$ cat config.mk
export PLATFORM = sky130hd
export DESIGN_NAME = write_reg
export DESIGN_NICKNAME = d
export VERILOG_FILES = /design/src/rtl/write_reg_pkg.sv /design/src/rtl/write_reg_dec_n.sv /design/src/rtl/write_reg.sv
export SDC_FILE = /design/constraint.sdc
export NUM_CORES = 1
export LEC_CHECK = 0
export ABC_AREA = 1
export CAP_MARGIN = 5
export CORE_AREA = 10 10 402 404
export DETAILED_ROUTE_END_ITERATION = 8
export DIE_AREA = 0 0 412 414
export PLACE_DENSITY = 0.52
export SYNTH_ARGS = -nofsm -noshare
export SYNTH_HDL_FRONTEND = slang
export SYNTH_SLANG_ARGS = --single-unit
$ cat constraint.sdc
create_clock -name clk -period 5.1 [get_ports clk]
set_clock_uncertainty 0.2 [all_clocks]
set_input_delay 1.53 -clock clk [delete_from_list [all_inputs] [get_ports clk]]
set_output_delay 1.53 -clock clk [all_outputs]
set_load 0.05 [all_outputs]
$ cat src/rtl/write_reg_pkg.sv
// Shared constants for the register-file write side and its read muxes.
// Also holds the byte-lane merge used when WREG_BYTE_MASK_EN is defined.
package write_reg_pkg;

  localparam int NUM_REGS   = 32;
  localparam int REG_ADDR_W = 5;
  localparam int DATA_W     = 32;
  localparam logic [DATA_W-1:0] ZERO_WORD = 32'h00000000;

  function automatic logic [DATA_W-1:0] byte_merge(
    input logic [DATA_W-1:0] old_word,
    input logic [DATA_W-1:0] new_word,
    input logic [3:0]        be
  );
    logic [DATA_W-1:0] res;
    res = old_word;
    for (int j = 0; j < 4; j++) begin
      if (be[j]) res[8*j +: 8] = new_word[8*j +: 8];
    end
    return res;
  endfunction

endpackage

$ cat src/rtl/write_reg_dec_n.sv
// Enabled n-to-2^n one-hot decoder: onehot[i] = en & (sel == i).
module dec_n #(
  parameter int N = 5
) (
  input  logic               en,
  input  logic [N-1:0]       sel,
  output logic [(1<<N)-1:0]  onehot
);

  for (genvar i = 0; i < (1 << N); i++) begin : g_dec
    assign onehot[i] = en & (sel == N'(i));
  end

endmodule

$ cat src/rtl/write_reg.sv
// Write side of a 32-entry register file; r0 is hard-wired zero, r1..r31 are flops.
// Optional byte-lane write masking is enabled with the macro WREG_BYTE_MASK_EN (WIDTH must be 32).
module write_reg
  import write_reg_pkg::*;
#(
  parameter int                WIDTH     = DATA_W,
  parameter logic [WIDTH-1:0]  RESET_VAL = '0
) (
  input  logic                  clk,
  input  logic                  rst,
  input  logic                  we,
  input  logic [REG_ADDR_W-1:0] waddr,
  input  logic [WIDTH-1:0]      wdata,
`ifdef WREG_BYTE_MASK_EN
  input  logic [3:0]            wbe,
`endif
  output logic [WIDTH-1:0]      r0,
  output logic [WIDTH-1:0]      r1,
  output logic [WIDTH-1:0]      r2,
  output logic [WIDTH-1:0]      r3,
  output logic [WIDTH-1:0]      r4,
  output logic [WIDTH-1:0]      r5,
  output logic [WIDTH-1:0]      r6,
  output logic [WIDTH-1:0]      r7,
  output logic [WIDTH-1:0]      r8,
  output logic [WIDTH-1:0]      r9,
  output logic [WIDTH-1:0]      r10,
  output logic [WIDTH-1:0]      r11,
  output logic [WIDTH-1:0]      r12,
  output logic [WIDTH-1:0]      r13,
  output logic [WIDTH-1:0]      r14,
  output logic [WIDTH-1:0]      r15,
  output logic [WIDTH-1:0]      r16,
  output logic [WIDTH-1:0]      r17,
  output logic [WIDTH-1:0]      r18,
  output logic [WIDTH-1:0]      r19,
  output logic [WIDTH-1:0]      r20,
  output logic [WIDTH-1:0]      r21,
  output logic [WIDTH-1:0]      r22,
  output logic [WIDTH-1:0]      r23,
  output logic [WIDTH-1:0]      r24,
  output logic [WIDTH-1:0]      r25,
  output logic [WIDTH-1:0]      r26,
  output logic [WIDTH-1:0]      r27,
  output logic [WIDTH-1:0]      r28,
  output logic [WIDTH-1:0]      r29,
  output logic [WIDTH-1:0]      r30,
  output logic [WIDTH-1:0]      r31
);

  logic [NUM_REGS-1:0] strobe;
  logic [WIDTH-1:0]    regs [1:NUM_REGS-1];
  logic                strobe0_unused;

  dec_n #(.N(REG_ADDR_W)) u_dec (
    .en     (we),
    .sel    (waddr),
    .onehot (strobe)
  );

  // r0 has no storage, so its strobe is deliberately dropped.
  assign strobe0_unused = strobe[0];

  always_ff @(posedge clk) begin
    if (rst) begin
      for (int i = 1; i < NUM_REGS; i++) regs[i] <= RESET_VAL;
    end else begin
      for (int i = 1; i < NUM_REGS; i++) begin
        if (strobe[i]) begin
`ifdef WREG_BYTE_MASK_EN
          regs[i] <= byte_merge(regs[i], wdata, wbe);
`else
          regs[i] <= wdata;
`endif
        end
      end
    end
  end

  assign r0  = WIDTH'(ZERO_WORD);
  assign r1  = regs[1];
  assign r2  = regs[2];
  assign r3  = regs[3];
  assign r4  = regs[4];
  assign r5  = regs[5];
  assign r6  = regs[6];
  assign r7  = regs[7];
  assign r8  = regs[8];
  assign r9  = regs[9];
  assign r10 = regs[10];
  assign r11 = regs[11];
  assign r12 = regs[12];
  assign r13 = regs[13];
  assign r14 = regs[14];
  assign r15 = regs[15];
  assign r16 = regs[16];
  assign r17 = regs[17];
  assign r18 = regs[18];
  assign r19 = regs[19];
  assign r20 = regs[20];
  assign r21 = regs[21];
  assign r22 = regs[22];
  assign r23 = regs[23];
  assign r24 = regs[24];
  assign r25 = regs[25];
  assign r26 = regs[26];
  assign r27 = regs[27];
  assign r28 = regs[28];
  assign r29 = regs[29];
  assign r30 = regs[30];
  assign r31 = regs[31];

endmodule

==> run metrics <==
Area contributors post-synth edfxtp_1 84%, nor2_1 11%, clkbuf_1 1.3%, buf_2 1.0%, buf_4 0.70%; input/output buffers a little over 1000; num rows 144; Max IR drop VDD between 200 and 300 uV; GRT Resource Usage Total 18.79%; Gate Count Post-Synth 2369; Via density 4.311; Root Driver clkbuf_16; switching power 6.184 mW; CTS tree built; nets@finish 3445; drt pass-1 iters 5; area grow syn2layout 46.56%; Final HPWL DP 115900 um; Seq/Total Area, Yosys a little over four fifths; Worst-Margin Slew 1.135 ns; CP Class reg -> out; number of max-cap violations 0; EDFF count, synth 992; first-pass GRT wire length 219600 um; Sum Neg Setup Slack 0 ns; Initial Utilization 23.01%; synth cell count leaders 1004 x nor2_1, 992 x edfxtp_1, 125 x clkbuf_1, 73 x buf_2, 44 x inv_1; Largest regs regs: 992 flops; CP endpoint kind output port; vias in the first global route 23470; Synth Warn # 0; final setup violation count 0; Avg Inst Size Synth about 15 um2; Worst EP required 3.37 ns; Pint 14.28 mW; synthesized flop and latch total between 900 and 1000; share of cells above drive strength 1 9.711%; share of the synthesized area in the top cell type 84.42%; Clock transition at path regs about 0.070 ns; DR DRC count 0; Post-synth top flop edfxtp_1; Max stage delay on crit path 0.90 ns; H-tree levels 3; P_leak 18.30 nW; mapped cell area 35290 um2; Die Wd 412 um; Hold Path Origin wdata[17]; run status complete, no violations; minimum clock period just under 4 ns; Hold Path Class in -> reg; Num CTS Buffers 107; core box area approximately 150000 um2; worst hold stages 3; total wire length 168200 um; WHS 1.452 ns; clock sink count roughly 990; most frequent cell after synthesis nor2_1; RSZ-0062 raised after global routing no; Synth async-reset ratio 0%; io pins between 1000 and 1500; pwr dens 395.7 nW/um2; Gate power share 17.1%; post-route ant nets 0; # fillers 14910; Switching Share 30.21%; unique cell type count in the Yosys netlist 13; Hold Path End regs[0][593]; pin count of the biggest net entering global routing 33; Final period util 77.47%; setup repair bufs after CTS 0; Slew HR 24.31%; Slowest-stage cell, CP clkdlybuf4s50_1; Hold Fails Final Rpt 0; First DRT Iteration DRCs 2057; worst path bufs/invs 1; hold_buf cts 0; die area 170600 um2; Routed wire per std cell 30.38 um; delay-heaviest family, CP buffers and inverters; die height 414 um; GPL Wtd Cong 0.7969; post-CTS sizing 0; register share of total power 46.7%; Clock Tree Buf Depth 3; Largest Register regs; gr ovfl total 0; critical path, cell by cell clkdlybuf4s50_1; initial antenna violation count 6; CP max FO 1; max FFs per register 992; Crit path depth 1; post-synth top area cell edfxtp_1; Worst Path Arrival 2.22 ns; f_max 253.1 MHz; Worst Setup Start Kind flop; Clock power frac 36.2%; Final Max Tran Viols 0; vias 23870
## logic make-up (layout without fill, tap and decap cells)
| kind of cell | after synthesis | in the layout | synth area share [%] |
|---|---|---|---|
| and+or+nand+nor | 1070 | 1070 | 11.62 |
| DFF | 992 | 992 | 84.42 |
| buffers and inverters | 282 | 1373 | 3.610 |
| AOI/OAI and AO/OA | 24 | 24 | 0.3404 |
| other | 1 | 35 | 0.01063 |
## power by group through the flow
stage | combinational, mW | clock (mW) | sequential, mW
global placement | 3.55 | 0 | 9.71
detailed placement | 3.54 | 0 | 9.73
global route | 3.57 | 7.88 | 9.60
CTS | 3.55 | 7.59 | 9.56
floorplan | 0.336 | 0 | 11.4
finish | 3.50 | 7.41 | 9.56
## area by class of cell
class                      instances  area, um2  share of cell area (%)
tap                             2044       2557                   4.945
timing repair buffer            1127      11140                   21.54
sequential                       992      29790                   57.60
multi-input combinational       1126       4741                   9.167
inverter                          51      193.9                  0.3750
clock inverter                    60      504.2                  0.9750
antenna                            3      7.507                 0.01452
clock buffer                     135       2783                   5.381
## layer usage
layer / vias to the layer above / GRT usage, % / wire, um
li1: 10070 / - / -
met1: 12400 / 21.31 / 61940
met2: 1195 / 33.78 / 87220
met3: 206 / 5.642 / 14420
met4: 2 / 5.357 / 4627
met5: - / 0 / 13
## per-stage QoR
step	setup slack (ns)	util [%]	std cells	total power, mW	instance area [um2]
after floorplan	0.2471	-	2400	11.75	35400
after global placement	0.4902	31.58	5340	13.26	48420
after detailed placement	0.4204	31.58	5340	13.27	48420
after CTS	1.067	33.72	5535	20.70	51710
after global routing	1.086	33.73	5536	21.05	51710
final	1.149	33.73	5538	20.47	51720
## worst max-delay path by stage
stage	startpoint	end	slack (ns)
after floorplan	waddr[3]	regs[0][224]	0.25
after detailed placement	rst	regs[0][56]	0.42
after global routing	regs[0][383]	r11[31]	1.09
final	regs[0][383]	r11[31]	1.15
after global placement	rst	regs[0][41]	0.49
after CTS	regs[0][383]	r11[31]	1.07
## cells in the final DEF (no fill, tap or decap), drive strengths merged, types with 24 or more instances in the layout
cell type / n
conb: 32
edfxtp: 992
buf: 96
inv: 56
o21ai: 24
nor2: 1008
nand3: 31
nand2: 31
clkinv: 49
clkbuf: 135
clkdlybuf4s50: 1031
No activity file was read; power rests on OpenSTA's default activity.
